File: config.mk
export PLATFORM = sky130hd
export DESIGN_NAME = diff_avg_filter
export DESIGN_NICKNAME = d
export VERILOG_FILES = /design/src/rtl/diff_avg_filter.sv
export SDC_FILE = /design/constraint.sdc
export NUM_CORES = 1
export LEC_CHECK = 0
export ABC_AREA = 0
export CORE_MARGIN = 4
export CORE_UTILIZATION = 45
export DETAILED_ROUTE_END_ITERATION = 16
export DONT_BUFFER_PORTS = 1
export PLACE_DENSITY = 0.61
export SYNTH_ARGS = -nofsm -noshare
export SYNTH_HDL_FRONTEND = slang
export SYNTH_SLANG_ARGS = --single-unit
File: constraint.sdc
create_clock -name CLK -period 4.5 [get_ports CLK]
set_input_delay 1.125 -clock CLK [delete_from_list [all_inputs] [get_ports CLK]]
set_output_delay 1.125 -clock CLK [all_outputs]
set_load 0.01 [all_outputs]
File: src/rtl/diff_avg_filter.sv
`default_nettype none
// ============================================================================
//  Module   : diff_avg_filter
//  Purpose  : Decimating second-difference filter followed by a moving average.
//             Every DECIM-th accepted sample is kept and shifted into a 3-tap
//             line. d = x0 - 2*x1 + x2 is formed from the taps. The last
//             2^AVG_LOG2 differences are averaged with a running sum over a
//             circular buffer.
//  Ports    : CLK       - clock, rising edge
//             RST       - synchronous reset, active-high
//             IN_VALID  - IN carries a sample this cycle
//             IN        - signed DW-bit input sample
//             OUT       - signed DW+2-bit window average (registered, held)
//             OUT_VALID - one-cycle pulse, OUT updated
//             FULL      - window holds 2^AVG_LOG2 valid differences
//  Revision : 1.0 - initial release
// ============================================================================
module diff_avg_filter #(
    parameter int DW       = 8,
    parameter int DECIM    = 64,
    parameter int AVG_LOG2 = 6
) (
    input  logic                 CLK,
    input  logic                 RST,
    input  logic                 IN_VALID,
    input  logic signed [DW-1:0] IN,
    output logic signed [DW+1:0] OUT,
    output logic                 OUT_VALID,
    output logic                 FULL
);

    localparam int c_depth = 1 << AVG_LOG2;
    localparam int c_cnt_w = (DECIM > 1) ? $clog2(DECIM) : 1;
    localparam int c_sum_w = DW + 2 + AVG_LOG2;
    localparam logic [c_cnt_w-1:0]  c_cnt_last = c_cnt_w'(DECIM - 1);
    localparam logic [AVG_LOG2-1:0] c_wr_last  = '1;

    typedef enum logic [1:0] {
        S_PRIME = 2'd0,
        S_FILL  = 2'd1,
        S_RUN   = 2'd2
    } state_t;

    state_t                     r_state;
    state_t                     w_state_next;
    logic                       w_emit;
    logic                       w_to_run;

    logic [c_cnt_w-1:0]         r_cnt;
    logic                       w_keep;
    logic                       r_kept;
    logic signed [DW-1:0]       r_x0, r_x1, r_x2;
    logic [1:0]                 r_taps;

    logic signed [DW+1:0]       w_x0e, w_x1e, w_x2e, w_d;
    logic signed [DW+1:0]       r_d;
    logic                       r_dvld;

    logic signed [DW+1:0]       r_buf [c_depth];
    logic [AVG_LOG2-1:0]        r_wr;
    logic signed [c_sum_w-1:0]  r_sum;
    logic signed [c_sum_w-1:0]  w_d_ext, w_old_ext, w_sum_next;
    logic signed [DW+1:0]       w_avg;

    assign w_keep = IN_VALID && (r_cnt == c_cnt_last);

    // The true result fits in DW+2 bits, so modular arithmetic at that width is exact.
    assign w_x0e = {{2{r_x0[DW-1]}}, r_x0};
    assign w_x1e = {{2{r_x1[DW-1]}}, r_x1};
    assign w_x2e = {{2{r_x2[DW-1]}}, r_x2};
    assign w_d   = w_x0e - (w_x1e + w_x1e) + w_x2e;

    // Oldest window entry is read before it is overwritten on the same edge.
    assign w_d_ext    = {{AVG_LOG2{r_d[DW+1]}}, r_d};
    assign w_old_ext  = {{AVG_LOG2{r_buf[r_wr][DW+1]}}, r_buf[r_wr]};
    assign w_sum_next = (r_state == S_RUN) ? (r_sum + w_d_ext - w_old_ext)
                                           : (r_sum + w_d_ext);
    // Dropping the low AVG_LOG2 bits is an arithmetic shift (floor toward -inf).
    assign w_avg      = w_sum_next[c_sum_w-1:AVG_LOG2];

    always_ff @(posedge CLK) begin
        if (RST) begin
            r_state <= S_PRIME;
        end else begin
            r_state <= w_state_next;
        end
    end

    always_comb begin
        w_state_next = r_state;
        w_emit       = 1'b0;
        w_to_run     = 1'b0;
        case (r_state)
            S_PRIME: begin
                if (r_dvld) begin
                    w_state_next = S_FILL;
                end
            end
            S_FILL: begin
                if (r_dvld && (r_wr == c_wr_last)) begin
                    w_state_next = S_RUN;
                    w_emit       = 1'b1;
                    w_to_run     = 1'b1;
                end
            end
            S_RUN: begin
                w_emit = r_dvld;
            end
            default: begin
                w_state_next = S_PRIME;
            end
        endcase
    end

    always_ff @(posedge CLK) begin
        if (RST) begin
            r_cnt     <= '0;
            r_kept    <= 1'b0;
            r_x0      <= '0;
            r_x1      <= '0;
            r_x2      <= '0;
            r_taps    <= 2'd0;
            r_d       <= '0;
            r_dvld    <= 1'b0;
            r_wr      <= '0;
            r_sum     <= '0;
            OUT       <= '0;
            OUT_VALID <= 1'b0;
            FULL      <= 1'b0;
        end else begin
            if (IN_VALID) begin
                r_cnt <= (r_cnt == c_cnt_last) ? '0 : r_cnt + c_cnt_w'(1);
            end
            r_kept <= w_keep;
            if (w_keep) begin
                r_x0 <= IN;
                r_x1 <= r_x0;
                r_x2 <= r_x1;
                if (r_taps != 2'd3) begin
                    r_taps <= r_taps + 2'd1;
                end
            end
            // r_taps here already reflects the shift of the kept sample.
            r_d       <= w_d;
            r_dvld    <= r_kept && (r_taps == 2'd3);
            OUT_VALID <= w_emit;
            if (r_dvld) begin
                r_wr  <= r_wr + AVG_LOG2'(1);
                r_sum <= w_sum_next;
            end
            if (w_emit) begin
                OUT <= w_avg;
            end
            if (w_to_run) begin
                FULL <= 1'b1;
            end
        end
    end

    // Window storage has no reset; entries are only read once they are written.
    always_ff @(posedge CLK) begin
        if (!RST && r_dvld) begin
            r_buf[r_wr] <= r_d;
        end
    end

endmodule
`default_nettype wire

# Yosys cells after proc, flatten, opt, wreduce, memory -nomap -nowiden

Memory sizes are Yosys's and may differ from the RTL's. A register that Yosys moved wholly into a read port is not among the register bits.
Cells that the tools add are included.

Bits in registers: 80
Memory bits (writable): 640
Output and inout port bits: 12
Word-level logic and storage cells: 52
Memories: 1

Memories:

| name  | words | bits a word | rd ports | clocked after Yosys merged registers in | wr ports | line | text |
|---|---|---|---|---|---|---|---|
| r_buf | 64    | 10          | 1        | 1                                       | 1        | 59   | `logic signed [DW+1:0] r_buf [c_depth];` |

Add/subtract/negate cells: 8
Equality and inequality tests: 8
Muxes and demuxes: 12
Bitwise gates (word level): 1
Reductions and logical operators: 8

Operators with widths:

| kind                  | number |
|---|---|
| $mux W6               | 3 |
| $add A16 B10 Y16      | 1 |
| $mux W16              | 1 |
| $sub A16 B10 Y16      | 1 |
| $add A6 B1 Y6 const B | 2 |
| $eq A6 B6 Y1 const B  | 2 |
| $add A10 B8 Y10       | 1 |
| $sub A8 B9 Y10        | 1 |
| $add A8 B8 Y9         | 1 |
| $ne A2 B2 Y1 const B  | 3 |
| $pmux W2 S3           | 1 |
| $eq A2 B2 Y1 const B  | 2 |
| $logic_and A1 B1 Y1   | 4 |
| $mux W1               | 4 |
| $mux W2               | 2 |
| $reduce_and A3 Y1     | 1 |
| $add A2 B1 Y2 const B | 1 |
| $eq A2 B1 Y1 const B  | 1 |
| $logic_not A2 Y1      | 1 |
| $pmux W1 S2           | 1 |
| $reduce_and A2 Y1     | 1 |
| $logic_not A1 Y1      | 1 |
| $not A1 Y1            | 1 |

# Logic depth before layout (Yosys ltp)

Depth in word-level cells: 4
Depth in mapped cells: 20
Depth with buffers taken out: 20

# Least setup slack after synthesis

No wires, ideal clock.

Path type: reg2reg
Start: register r_d[2]
End: register r_sum[15]
Library setup time: 0.095 ns
Arrival: 4.632 ns
Data required time: 4.405 ns
Setup slack: -0.228 ns
Stages on the path, launching flop included: 19
Path buffers: 0
Clock period less this slack: 4.728 ns
Cell sequence: dfxtp_1 -> ha_1 -> nor2b_1 -> o31a_1 -> o21a_1 -> o21ai_0 -> nand2b_1 -> a21oi_1 -> xor2_1 -> inv_1 -> ha_1 -> nand2_1 -> o21ai_0 -> or3_1 -> o221a_2 -> o21ai_0 -> xnor2_1 -> or4_1 -> o311ai_1

Word-level cells in the longest chain between the ends: 3

Ends and longest elaborated chain:

| element                | line   | text |
|---|---|---|
| start, declared        | 56     | `logic signed [DW+1:0] r_d;` |
| start signal, assigned | 144    | `r_d <= w_d;` |
| $add A16 B10 Y16 (*)   | 76, 77 |  |
| $sub A16 B10 Y16       | 76     | `assign w_sum_next = (r_state == S_RUN) ? (r_sum + w_d_ext - w_old_ext)` |
| $mux W16 (*)           | 76     |  |
| end signal, assigned   | 149    | `r_sum <= w_sum_next;` |
| end, declared          | 61     | `logic signed [c_sum_w-1:0] r_sum;` |

Mark *: on every way between the ends. The rest lies on a longest branch, timed or not.
A chain may end at the register's enable or synchronous reset.

==> summary.md <==
| Metric | Value |
|---|---|
| Outcome | complete, no violations |
| Synth Net Count | 1702 |
| Placed cells | 2527 |
| WP data required | 4960 ps |
| Finished Layout Cells | 2700 |
| Slew Viols, Final | 0 |
| Layout Nets | 1857 |
| CP Launch Type | register |
| GR Overflow Total | 0 |
| Starting Density | 45.75% |
| Synth unique cells | 51 |
| Reg2Reg Depth | 17 |
| Final Skew | 25.54 ps |
| Final core utilization | 53.30% |
| CTS max path bufs | 3 |
| CTS Buf Count | 77 |
| Skew-Pair Late Insertion Delay | 610 ps |
| Drt first pass iters | 5 |
| Endpoint class of the critical path | register |
| Async set-or-reset flop fraction in the synthesized netlist | 0% |
| Ys Warns | 0 |
| First-pass GRT wire length | 99830 um |
| Worst rel slew slack | 16.50% |
| Final wirelength | 66440 um |
| Synth Area per Inst | 18.19 um^2 |
| Die area | 0.07018 mm^2 |
| GP Congestion | 0.8316 |
| Setup TNS Final | 0 ps |
| Crit path max fanout | 6 |
| Worst slew pin tran | 1248 ps |
| EDFF count, synth | 640 |
| Min Tclk post-route | 4469 ps |
| Clock sinks | 726 |
| WP data arrival | 4930 ps |
| Num ports | 23 |
| RSZ-0062 raised after global routing | yes |
| Final Cell Area | 0.03461 mm^2 |
| Synth Cell Area | 0.02970 mm^2 |
| Post-synthesis sequential area ratio | 70.50% |
| #FFs+latches synth | 726 |
| Routed Antenna Nets | 0 |
| Proportion of layout cells with a drive suffix above 1 | 28.51% |
| Endpoints failing hold | 0 |
| Lkg Pwr | 11.29 nW |
| Maximum VDD drop | 263.9 uV |
| Ys flop type | edfxtp_1 |
| DRT iter0 DRCs | 1536 |
| Power Density | 381.2 mW/mm^2 |
| Dpl cell area | 0.03159 mm^2 |
| Fmax | 0.2238 GHz |
| Number of diodes | 0 |
| CTS HTree Levels | 3 |
| Critical path class | register to register |
| Final setup margin | 31.17 ps |
| Reg2reg setup slack | 30 ps |
| Total core area | 0.06493 mm^2 |
| Largest net degree at the start of global routing | 85 |
| Worst-path clk slew | 60 ps |
| DR WL/cell | 24.61 um |
| Count of port buffers added during placement | 0 |
| Area taken by multi-input logic gates | 0.008372 mm^2 |
| Final period util | 99.31% |
| Die Wd | 264.9 um |
| Standard-cell rows | 93 |
| # Max-Cap Violations | 0 |
| Avg Vias per Cell | 5.695 |
| Vias in the first global route | 15497 |
| Hold crit path type | register to register |
| Initial antenna violation count | 2 |
| Post-route DRC | 0 |
| Syn-to-layout area delta | 16.52% |
| HPWL after detailed placement | 41570 um |
| Reg area | 0.02097 mm^2 |
| Reg-to-Reg End | OUT[7] |
| Clk Tree Root Cell | clkbuf_16 |
| # setup viols final | 0 |
| Filler cell count | 5124 |
| All-Layer GR Usage | 18.91% |
| CTS Hold Buffers Added | 0 |
| Pre-CTS setup slack | -99.47 ps |
| Crit path to | OUT[7] |
| Cell count after synthesis | 1633 |
| TritonCTS clock tree | yes |
| Die Ht | 264.9 um |
| Via count of the routed design | 15376 |
-- how the worst min path moves through the flow --
stage               cells after the start  slack [ps]  startpoint       to
finish                                  2         450     r_x2[6]  r_x2[6]
global route                            2         480     r_x2[6]  r_x2[6]
CTS                                     2         450     r_x2[6]  r_x2[6]
detailed placement                      2         450     r_x2[4]  r_x2[4]
global placement                        2         440     r_x2[7]  r_x2[7]
floorplan                               2         440     r_x2[1]  r_x2[1]
-- synth_stat cells, types with 2 or more instances --
cell type / number / area, um^2
xor2_1: 13 / 113.9
and3_1: 4 / 25.02
xnor2_1: 22 / 192.7
nor2_1: 123 / 461.7
o21a_1: 9 / 67.56
nand2b_1: 10 / 62.56
fa_1: 11 / 220.2
a21o_1: 6 / 45.04
o211ai_1: 10 / 75.07
nand2_1: 84 / 315.3
a2111oi_0: 2 / 17.52
a22oi_1: 4 / 30.03
nor2b_1: 11 / 68.82
or3b_2: 2 / 17.52
nand4_1: 6 / 37.54
o21ai_0: 23 / 115.1
nand3b_1: 3 / 22.52
edfxtp_1: 640 / 19220
a31oi_1: 5 / 31.28
buf_6: 9 / 101.4
a211oi_1: 18 / 135.1
o31ai_1: 2 / 15.01
or4_1: 4 / 30.03
nor3_1: 19 / 95.09
a21oi_1: 70 / 350.3
clkbuf_1: 43 / 161.4
nor3b_1: 2 / 15.01
dfxtp_1: 86 / 1722
inv_1: 63 / 236.5
o21bai_1: 3 / 22.52
a21boi_0: 3 / 22.52
ha_1: 47 / 588.1
mux2i_1: 8 / 80.08
or3_1: 4 / 25.02
buf_2: 11 / 55.05
and4_1: 3 / 26.28
mux4_2: 206 / 4639
nand3_1: 15 / 75.07
o31a_1: 2 / 17.52
buf_1: 16 / 60.06
-- cell type report --
type | count | area share (%)
clock buffer | 99 | 6.081
clock inverter | 37 | 0.7845
inverter | 63 | 0.6832
multi-input combinational | 764 | 24.19
sequential | 726 | 60.57
tap | 855 | 3.091
timing repair buffer | 156 | 4.598
-- timing repair --
action | 4_1_cts | 5_1_grt
cloned | 1 | 2
buffers inserted | 7 | 27
resized for setup | 11 | 54
setup endpoints to repair | 9 | 11
pin swaps | 2 | 26
-- per-layer routing --
layer | routed length, um | GRT usage, % | up-vias
met5 | 0 | 0 | -
met4 | 1809 | 5.939 | 0
met3 | 4135 | 3.536 | 100
met2 | 31440 | 29.38 | 468
met1 | 29060 | 27.50 | 8003
li1 | - | - | 6805
-- stage by stage --
| step | power (mW) | hold slack, ps |
|---|---|---|
| 2_1_floorplan | 7.387 | 436.3 |
| 3_3_place_gp | 7.379 | 436.9 |
| 3_5_place_dp | 7.380 | 445.4 |
| 4_1_cts | 13.32 | 453.5 |
| 5_1_grt | 13.62 | 475.3 |
| 6_report | 13.19 | 451.1 |
-- report_power, final --
group	internal (mW)	total (mW)	leakage (nW)	switching (mW)
Combinational	0.00693	0.0158	3.39	0.00892
Sequential	7.22	7.22	6.76	0.00230
Clock	3.42	5.96	1.14	2.53
-- sequential cells by signal, summed over array words and instances (netlist names), named ones only --
register / count
r_kept: 1
r_cnt: 6
FULL: 1
r_x2: 8
OUT_VALID: 1
r_x1: 8
r_x0: 8
r_sum: 16
r_buf: 640
r_state: 2
OUT: 10
r_d: 10
r_dvld: 1
r_taps: 2
r_wr: 6
-- kinds of logic (layout without fill, tap and decap cells) --
group / after synthesis / in the layout / synth area share [%]
AOI/OAI and AO/OA: 162 / 162 / 3.336
xor gates and xnor gates: 35 / 35 / 1.032
adders and majority gates: 58 / 58 / 2.721
buffers and inverters: 143 / 355 / 2.094
DFF: 726 / 726 / 70.50
muxes: 214 / 214 / 15.89
and+or+nand+nor: 295 / 295 / 4.431
-- cells in the final DEF, fill, tap and decap left out, types with 22 or more instances in the layout --
master     instances
edfxtp_1         640
mux4_2           206
nor2_1           123
buf_4            121
nand2_1           83
clkbuf_16         83
dfxtp_1           72
a21oi_1           66
inv_1             55
ha_1              40
buf_12            22
-- critical path, stage by stage (launching register included) --
cell and delay [ps]:
dfxtp_4 370, buf_12 130, buf_12 130, buf_16 140
buf_4 110, mux4_2 490, mux4_2 520, mux4_2 500
inv_2 80, ha_1 230, nor2b_4 140, o31ai_4 260
a21oi_2 110, o221a_2 280, o21a_1 190, or3_4 340
a31oi_4 190, a211oi_1 90
Power figures use the tool's default switching activity.
